### src/rtl/bin_stream_pack.sv
// Packs camera raster timing (vsync/href/pixel strobe) carrying a 1-bit pixel into sop/eop framed packets.
// Optional frame counter output enabled by defining BIN_STREAM_PACK_FCNT_EN.
module bin_stream_pack #(
    parameter int IMG_W     = 640,
    parameter int IMG_H     = 480,
    parameter bit VSYNC_POL = 1'b1
) (
    input  logic        clk,
    input  logic        rst_n,
    input  logic        cam_vsync,
    input  logic        cam_href,
    input  logic        cam_pvld,
    input  logic        cam_pix,
    output logic        dout,
    output logic        dout_sop,
    output logic        dout_eop,
    output logic        dout_vld,
`ifdef BIN_STREAM_PACK_FCNT_EN
    output logic [15:0] frame_cnt,
`endif
    output logic        frame_err
);

    localparam int CW = $clog2(IMG_W);
    localparam int RW = $clog2(IMG_H);
    localparam logic [CW-1:0] COL_LAST = CW'(IMG_W - 1);
    localparam logic [RW-1:0] ROW_LAST = RW'(IMG_H - 1);

    typedef enum logic [1:0] {IDLE, ARMED, ACTIVE} state_t;

    state_t        state, state_nxt;
    logic [CW-1:0] col, col_nxt;
    logic [RW-1:0] row, row_nxt;
    logic          vs_q, href_q;
    logic          vs_act, vsync_start, accept, short_line;
    logic          dout_nxt, sop_nxt, eop_nxt, vld_nxt, err_nxt;

    assign vs_act      = (cam_vsync == VSYNC_POL);
    assign vsync_start = vs_act & ~vs_q;
    assign accept      = cam_href & cam_pvld;
    assign short_line  = href_q & ~cam_href & (col != '0);

    always_comb begin
        state_nxt = state;
        col_nxt   = col;
        row_nxt   = row;
        dout_nxt  = 1'b0;
        sop_nxt   = 1'b0;
        eop_nxt   = 1'b0;
        vld_nxt   = 1'b0;
        err_nxt   = 1'b0;
        case (state)
            IDLE: begin
                if (vsync_start) begin
                    state_nxt = ARMED;
                    col_nxt   = '0;
                    row_nxt   = '0;
                end
            end
            ARMED: begin
                col_nxt = '0;
                row_nxt = '0;
                // A pixel coinciding with a new vsync edge is dropped; vsync wins.
                if (!vsync_start && accept) begin
                    vld_nxt   = 1'b1;
                    dout_nxt  = cam_pix;
                    sop_nxt   = 1'b1;
                    col_nxt   = CW'(1);
                    state_nxt = ACTIVE;
                end
            end
            ACTIVE: begin
                if (vsync_start) begin
                    err_nxt   = 1'b1;
                    state_nxt = ARMED;
                    col_nxt   = '0;
                    row_nxt   = '0;
                end else if (short_line) begin
                    err_nxt   = 1'b1;
                    state_nxt = IDLE;
                    col_nxt   = '0;
                    row_nxt   = '0;
                end else if (accept) begin
                    vld_nxt  = 1'b1;
                    dout_nxt = cam_pix;
                    if (col == COL_LAST) begin
                        col_nxt = '0;
                        if (row == ROW_LAST) begin
                            eop_nxt   = 1'b1;
                            row_nxt   = '0;
                            state_nxt = IDLE;
                        end else begin
                            row_nxt = row + 1'b1;
                        end
                    end else begin
                        col_nxt = col + 1'b1;
                    end
                end
            end
            default: state_nxt = IDLE;
        endcase
    end

    // vs_q resets to "active" so a vsync already asserted at reset release is not an edge.
    always_ff @(posedge clk or negedge rst_n) begin
        if (!rst_n) begin
            state     <= IDLE;
            col       <= '0;
            row       <= '0;
            vs_q      <= 1'b1;
            href_q    <= 1'b0;
            dout      <= 1'b0;
            dout_sop  <= 1'b0;
            dout_eop  <= 1'b0;
            dout_vld  <= 1'b0;
            frame_err <= 1'b0;
        end else begin
            state     <= state_nxt;
            col       <= col_nxt;
            row       <= row_nxt;
            vs_q      <= vs_act;
            href_q    <= cam_href;
            dout      <= dout_nxt;
            dout_sop  <= sop_nxt;
            dout_eop  <= eop_nxt;
            dout_vld  <= vld_nxt;
            frame_err <= err_nxt;
        end
    end

`ifdef BIN_STREAM_PACK_FCNT_EN
    always_ff @(posedge clk or negedge rst_n) begin
        if (!rst_n)
            frame_cnt <= '0;
        else if (eop_nxt)
            frame_cnt <= frame_cnt + 16'd1;
    end
`endif

endmodule

### config.mk
export PLATFORM = sky130hd
export DESIGN_NAME = bin_stream_pack
export DESIGN_NICKNAME = d
export VERILOG_FILES = /design/src/rtl/bin_stream_pack.sv
export SDC_FILE = /design/constraint.sdc
export NUM_CORES = 1
export LEC_CHECK = 0
export CORE_MARGIN = 3
export CORE_UTILIZATION = 40
export CTS_CLUSTER_SIZE = 20
export DETAILED_ROUTE_END_ITERATION = 10
export PLACE_DENSITY = 0.61
export REMOVE_ABC_BUFFERS = 1
export SETUP_SLACK_MARGIN = 0.2
export SLEW_MARGIN = 40
export SYNTH_ARGS = -nofsm -noshare
export SYNTH_HDL_FRONTEND = slang
export SYNTH_SLANG_ARGS = --single-unit
### constraint.sdc
create_clock -name clk -period 4.7 [get_ports clk]
set_input_delay 0.705 -clock clk [delete_from_list [all_inputs] [get_ports clk]]
set_output_delay 0.705 -clock clk [all_outputs]
set_load 0.05 [all_outputs]
# Word level (Yosys, flattened, before mapping)
# Index checks and enable logic that the tools add are counted.
# op_classes
addsub	2
n_eq_ne	9
mux	42
n_bitwise	6
n_reduce_logical	8
# op_table
op	n
two-way mux 9 bit	6
two-way mux 10 bit	5
one-hot mux 10 bit (3 select lines)	1
one-hot mux 9 bit (3 select lines)	1
two-way mux 1 bit	19
two-way mux 2 bit	7
inequality test 4 bit (second input constant)	3
adder 10 x 1 -> 10 bit (second input constant)	1
equality test 10 bit (second input constant)	1
nonzero test 10 bit	1
adder 9 x 1 -> 9 bit (second input constant)	1
equality test 9 bit (second input constant)	1
one-hot mux 2 bit (3 select lines)	1
AND reduction 5 bit	1
AND 1 bit	4
inequality test 2 bit (second input constant)	2
one-hot mux 1 bit (2 select lines)	2
AND reduction 4 bit	1
AND reduction 3 bit	1
nonzero test 3 bit	1
equality test 2 x 1 -> 1 bit (second input constant)	1
equality test 2 bit (second input constant)	1
logical NOT 2 bit	1
NOT 1 bit	2
other kinds (2)	2
# word_totals
regBits	28
inputBits	6
output_inout_bits	5
wordCells	77

# Longest topological paths before layout
# Gate-level depths: netlist of run 1.
# logic_depth
depth_word	7
mapped_depth	9
mapped_depth_nobuf	8

# Worst setup path after synthesis of run 1
# Ideal clock, no wire load.
# synth_path
kind	input to register
start	in cam_href
end	reg state[0]
setup_time_ps	128
t_arrival_ps	2163
required_time_ps	4572
slack_ps	2410
path_stages	7
n_path_buf	1
path_cell_list	nand2b_1 a31o_2 and2_2 buf_2 a211o_2 a21oi_1 mux2_1
# synth_between
elab_chain_cells	6
elab_cells_between_ends	13
classes_between	eq/ne: 4; mux: 3; bitwise: 4; reduce/logical: 2
# synth_rtl
item	line_no	source
from (decl)	11	input logic cam_href,
NOT 1 bit	41	assign short_line = href_q & ~cam_href & (col != '0);
AND 1 bit (2 in series)	41	
two-way mux 2 bit	78	end else if (short_line) begin
two-way mux 2 bit	73	if (vsync_start) begin
one-hot mux 2 bit (3 select lines)	52	case (state)
to (signal assigned)	118	state <= state_nxt;
to (decl)	31	state_t state, state_nxt;
# Parallel ways exist; a longest one is shown, timed or not.
# A chain may end at the register's enable or synchronous reset.

# Worst setup path after layout of run 1
# layout_path
start	in cam_vsync
end	reg row[8]
# layout_between
elab_chain_cells	3
elab_cells_between_ends	7
classes_between	eq/ne: 3; mux: 2; bitwise: 1; reduce/logical: 1
# layout_rtl
item	line_no	source
from (decl)	10	input logic cam_vsync,
AND 1 bit *	39	assign vsync_start = vs_act & ~vs_q;
inequality test 4 bit (no source line) (tied with other cells)	n/a	
AND reduction 4 bit (no source line) or one-hot mux 9 bit (3 select lines) (tied branches)	n/a	
to (signal assigned)	120	row <= row_nxt;
to (decl)	33	logic [RW-1:0] row, row_nxt;
# Mark *: on every way between the ends. The rest lies on a longest branch, timed or not.

==> run_results.csv, run 1 <==
group,metric,value,unit
status,outcome,"finished clean",
power_and_ir_drop,power.density,397,nW/µm²
layout,largest-register,"col",
sta,period_needed,2.64,ns
place,io_buffers,10,
worst_hold_path,worstHoldEndpoint,"row[1]",
layout,fillCellCount,376,
routing,vias_per_cell,5.78,
layout,areaGrowthSynthToFinish,13.6,%
layout,layout-drive-gt1-share,10.6,%
die,die_h,69.2,µm
synth,synth.area.mux_share,0.706,%
layout,nNetsFinal,194,
layout,largest_reg_flops,10,
cts,clk_latency,0.27,ns
setup_path,cp.required,4.86,ns
cts,root_buffer,"clkbuf_8",
power_and_ir_drop,swShare,35.0,%
setup_path,r2r_slack,2.37,ns
sta,finClkSkew,0.00817,ns
setup_path,startpoint_type,"input pin",
cts,clk_pin_slew,0.10,ns
routing,drtIter0Drc,72,
setup_path,reg2regPathDepth,7,
grt,grt_pass1_vias,1316,
sta,setup-tns-final,0,ns
cts,numClockSinks,28,
layout,largestRegisters,"col: 10 flops, row: 9 flops, state: 2 flops",
routing,drc,0,
synth,netlist_area,1600,µm²
die,die-area,4780,µm²
cts,cts_tree,"yes",
die,die_x,69.2,µm
power_and_ir_drop,p_leak,0.796,nW
routing,routedWlPerCell,15.0,µm
cts,cts_setup_buffers,0,
cts,clockBufferDepth,2,
routing,first_pass_iters,4,
sta,tightest_slew,0.498,ns
sta,hold_viol,0,
routing,wl,3400,µm
worst_hold_path,holdCritPathClass,"reg -> reg",
setup_path,worstSetupPathType,"in -> reg",
synth,async_flop_share,100,%
layout,antennaDiodeCount,0,
setup_path,path_cells,"clkdlybuf4s50_1 > nand2b_4 > and2_4 > a32o_2 > or4b_1 > a21oi_1 > o31ai_1",
setup_path,crit_arrival,2.81,ns
die,core-area,3740,µm²
cts,hold_buffers,0,
synth,synth_top_family_by_area,"simple AND/OR/NAND/NOR gates",
grt,grt_antenna_before_repair,0,
power_and_ir_drop,power_frac_seq,37.5,%
synth,synth_edf_count,0,
synth,ys_ff_latch,28,
grt,grt_max_degree,29,
grt,grt.total_usage,15.0,%
grt,grt_pass1_wl,5910,µm
sta,clock.fmax,378,MHz
power_and_ir_drop,combPwrFrac,36.4,%
grt,grt-ovfl-total,0,
setup_path,cp_slowest_cell,"or4b_1",
setup_path,cp_max_fo,8,
grt,busiest_layer,"met2",
grt,gr-usage-met2,25.7,%
worst_hold_path,hold_depth,2,
die,io_pins,11,
layout,utilization,48.4,%
cts,cts-resized-gates,0,
layout,layout.area.seq,702,µm²
setup_path,r2r_start,"state[0]",
grt,met3_usage,3.64,%
sta,slew_headroom,66.7,%
power_and_ir_drop,p_sw,0.252,mW
cts,h-tree-depth,1,
die,initial_core_util,42.6,%
synth,post_synth.cell_area_avg,9.55,µm²
sta,finalMaxSlewViolations,0,
sta,post-route-period-util,56.2,%
layout,final_cell_mix,"27 x dfrtp_1, 18 x nand2_1, 15 x nor2_1",
power_and_ir_drop,p_int,0.468,mW
die,row_count,22,
synth,ys_warn_count,0,
layout,multi_input_area,850,µm²
routing,vias,1313,
synth,synth_compound_area_share,19.3,%
worst_hold_path,holdCritStartpoint,"row[1]",
synth,synthFlopType,"dfrtp_1",
synth,synth_xor_xnor_area_share,0,%
sta,setup_violations,0,
grt,gr-usage-met1,19.2,%
cts,cts_buffers,3,
setup_path,slowest_delay,0.67,ns
synth,synth.distinct_cells,46,
synth,seq_area_frac_synth,44.0,%
setup_path,reg2reg_to,"row[8]",
sta,rsz0062_at_grt,"false",
synth,syn_inst,167,
layout,final_common_cell,"dfrtp_1",
synth,synth-simple-area-share,27.0,%
flow_run,cap_viol_max_count,0,
power_and_ir_drop,clock_power_share,26.0,%
place,hpwlAfterDp,2530,µm
synth,synth-adder-area-share,6.27,%
setup_path,endpoint_kind,"flop",
power_and_ir_drop,ir_worst_vdd,0.000254,V
routing,antenna_left,0,
place,gp_congestion,0.862,
## through the flow
stage               power (mW)  instances  area [µm²]  hold slack (ns)  setup slack (ns)
floorplan                0.462        164        1570            0.409              2.50
global placement         0.528        223        1740            0.484              1.84
detailed placement       0.536        223        1740            0.510              1.77
CTS                      0.728        227        1810            0.533              2.07
global route             0.771        227        1810            0.560              1.96
finish                   0.719        227        1810            0.534              2.06
## critical path: cells and delay by family
family                 cells  cell delay [ns]
AOI/OAI and AO/OA          3             0.59
buffers and inverters      1             0.57
and+or+nand+nor            3             0.93
## synth_stat cells (3+ instances only)
library cell / n / area share (%)
inv_1: 6 / 1.4
and3_1: 7 / 2.7
dfrtp_1: 27 / 42
nand3_1: 9 / 2.8
a21oi_1: 7 / 2.2
o41ai_1: 4 / 2.2
nand2_1: 18 / 4.2
o21ai_0: 10 / 3.1
nor2b_1: 4 / 1.6
nand2b_1: 3 / 1.2
o31ai_1: 6 / 2.8
nand4_1: 5 / 2.0
nor2_1: 15 / 3.5
ha_1: 8 / 6.3
## worst max path at each step
stage	startpoint	to	slack [ns]
finish	cam_vsync	row[8]	2.06
detailed placement	cam_vsync	row[8]	1.77
global placement	cam_vsync	row[3]	1.84
CTS	cam_vsync	row[8]	2.07
floorplan	cam_href	state[0]	2.50
global route	cam_vsync	row[8]	1.96
## layout make-up
class	count	share of cell area (%)
Clock inverter	1	1.66
Clock buffer	3	2.28
Timing Repair Buffer	11	5.94
Multi-Input combinational cell	130	46.9
Sequential cell	28	38.7
Inverter	6	1.24
Tap cell	48	3.31
## kinds of logic after synthesis
kind of cell,Yosys count
AO/OA/AOI/OAI,44
adder cells (fa/ha/maj),8
buffers and inverters,9
flip-flops,28
multiplexers,1
AND/OR/NAND/NOR,77
## layer usage
| layer | wire [µm] | up-vias |
|---|---|---|
| met2 | 1660 | 30 |
| met5 | 0 | - |
| met3 | 143 | 2 |
| li1 | - | 647 |
| met4 | 23 | 0 |
| met1 | 1570 | 634 |
## power groups by stage
stage / registers [mW] / logic, mW / clock network (mW)
after detailed placement: 0.275 / 0.261 / 0
after global routing: 0.274 / 0.291 / 0.207
after CTS: 0.270 / 0.263 / 0.195
after global placement: 0.274 / 0.254 / 0
after floorplan: 0.287 / 0.175 / 0
final: 0.270 / 0.262 / 0.187
Note: power is estimated with default switching activity, not from simulation.
==> inputs of run 2 (changes only) <==
--- a/config.mk
+++ b/config.mk
@@ -9,7 +9,7 @@
 export CORE_UTILIZATION = 40
 export CTS_CLUSTER_SIZE = 20
 export DETAILED_ROUTE_END_ITERATION = 10
-export PLACE_DENSITY = 0.61
+export PLACE_DENSITY = 0.63
 export REMOVE_ABC_BUFFERS = 1
 export SETUP_SLACK_MARGIN = 0.2
 export SLEW_MARGIN = 40
==> constraint.sdc (replaced) <==
create_clock -name clk -period 2.4 [get_ports clk]
set_input_delay 0.36 -clock clk [delete_from_list [all_inputs] [get_ports clk]]
set_output_delay 0.36 -clock clk [all_outputs]
set_load 0.05 [all_outputs]
==> run 2 against run 1 <==
  * Core utilization is 2.7 points higher
  * Non-clock buffer count is 10 higher
  * Sequential power is 97% higher
  * Count of clock-buffer cells in the layout grew 1
  * Flip-flop and latch count unchanged
  * Via count rose by 2.0%
  * Critical endpoint is now state[0]
==> run_results.csv, run 2 (synthesis results as in run 1) <==
group,metric,value,unit
status,outcome,"finished clean",
sta,clock.fmax,472,MHz
routing,drc,0,
die,die-area,4780,µm²
layout,final_cell_mix,"27 x dfrtp_1, 18 x nand2_1, 14 x nor2_1",
cts,cts_buffers,3,
worst_hold_path,holdCritPathClass,"in -> async",
power_and_ir_drop,clock_power_share,17.9,%
sta,setup_ws,0.281,ns
power_and_ir_drop,p_leak,0.840,nW
sta,hold_viol,0,
layout,largestRegisters,"col: 10 flops, row: 9 flops, state: 2 flops",
grt,grt.total_usage,14.8,%
setup_path,reg2reg_to,"state[0]",
setup_path,r2r_start,"col[0]",
die,die_x,69.2,µm
layout,final_common_cell,"dfrtp_1",
sta,finClkSkew,0.00325,ns
cts,root_buffer,"clkbuf_8",
setup_path,worstSetupStartpoint,"col[0]",
cts,clk_pin_slew,0.09,ns
sta,slew_headroom,66.4,%
setup_path,endpoint_kind,"flop",
setup_path,cp.required,2.56,ns
routing,wl,3470,µm
place,gp_congestion,0.820,
layout,largest_reg_flops,10,
routing,antenna_left,0,
setup_path,reg2regPathDepth,8,
die,io_pins,11,
place,pre_cts_ws,-0.0768,ns
cts,numClockSinks,28,
sta,finalMaxSlewViolations,0,
sta,holdWs,0.466,ns
sta,rsz0062_at_grt,"true",
sta,setup_violations,0,
power_and_ir_drop,power.total,1.41,mW
setup_path,worstSetupPathType,"reg -> reg",
power_and_ir_drop,p_int,0.883,mW
power_and_ir_drop,p_sw,0.526,mW
power_and_ir_drop,power_frac_seq,37.7,%
cts,cts_tree,"yes",
power_and_ir_drop,combPwrFrac,44.4,%
layout,layout-drive-gt1-share,22.6,%
setup_path,startpoint_type,"flop",
routing,vias,1339,
flow_run,cap_viol_max_count,0,
die,core-area,3740,µm²
sta,tightest_slew,0.503,ns
setup_path,crit_arrival,2.28,ns
place,io_buffers,10,
cts,clk_latency,0.27,ns
layout,areaGrowthSynthToFinish,20.1,%
sta,period_needed,2.12,ns
cts,clockBufferDepth,2,
grt,grt_pass1_vias,1273,
setup_path,r2r_slack,0.28,ns
routing,drtIter0Drc,48,
die,initial_core_util,42.6,%
cts,hold_buffers,0,
place,hpwlAfterDp,2440,µm
sta,post-route-period-util,88.3,%
layout,largest-register,"col",
power_and_ir_drop,ir_worst_vdd,0.000382,V
routing,vias_per_cell,5.63,
power_and_ir_drop,power.density,736,nW/µm²
grt,grt_antenna_before_repair,0,
routing,first_pass_iters,4,
layout,antennaDiodeCount,0,
power_and_ir_drop,swShare,37.3,%
cts,h-tree-depth,1,
grt,grt-ovfl-total,0,
routing,routedWlPerCell,14.6,µm
setup_path,cp_max_fo,4,
grt,grt_pass1_wl,5860,µm
die,die_h,69.2,µm
layout,nNetsFinal,205,
die,row_count,22,
grt,grt_max_degree,29,
layout,utilization,51.2,%
sta,setup-tns-final,0,ns
[run 2: layer usage]
metal	global-route usage [%]	wire length [µm]	share of wire, %
met1	20.8	1720	49
met5	0	0	0
met4	1.95	14	0.40
met3	3.79	96	2.8
met2	23.6	1640	47
[run 2: stage by stage]
| stage | instance area, µm² | std cells |
|---|---|---|
| final | 1920 | 238 |
| after global routing | 1920 | 238 |
| after CTS | 1870 | 238 |
| after detailed placement | 1820 | 233 |
| after global placement | 1820 | 233 |
| after floorplan | 1570 | 164 |
[run 2: timing repair]
item,in CTS,in global routing
gates resized for setup,2,15
setup buffers,0,0
setup endpoints to repair,6,17
gates cloned,1,0
pin swaps,1,7
[run 2: how the worst max path moves through the flow]
stage	endpoint
floorplan	row[3]
global placement	row[3]
detailed placement	row[5]
CTS	col[9]
global route	state[0]
finish	state[0]
[run 2: power by group through the flow]
stage          clock network, mW  registers, mW  logic (mW)
2_1_floorplan                  0          0.562       0.342
3_3_place_gp                   0          0.536       0.552
3_5_place_dp                   0          0.538       0.558
4_1_cts                    0.262          0.529       0.590
5_1_grt                    0.282          0.537       0.679
6_report                   0.252          0.531       0.626
[run 2: area by class of cell]
type	count	area [µm²]
Fill cell	368	1830
Inverter	6	22.5
Timing Repair Buffer	21	183
Clock buffer	4	45.0
Multi-Input combinational cell	131	903
Tap cell	48	60.1
Sequential cell	28	702
[run 2: worst max-delay path, cell delays in order (launching register included)]
cell     delay (ns)
dfrtp_1        0.39
inv_2          0.06
ha_1           0.19
nor4b_2        0.16
a31o_2         0.24
and2_2         0.18
a211o_2        0.36
a21oi_2        0.11
mux2_1         0.33
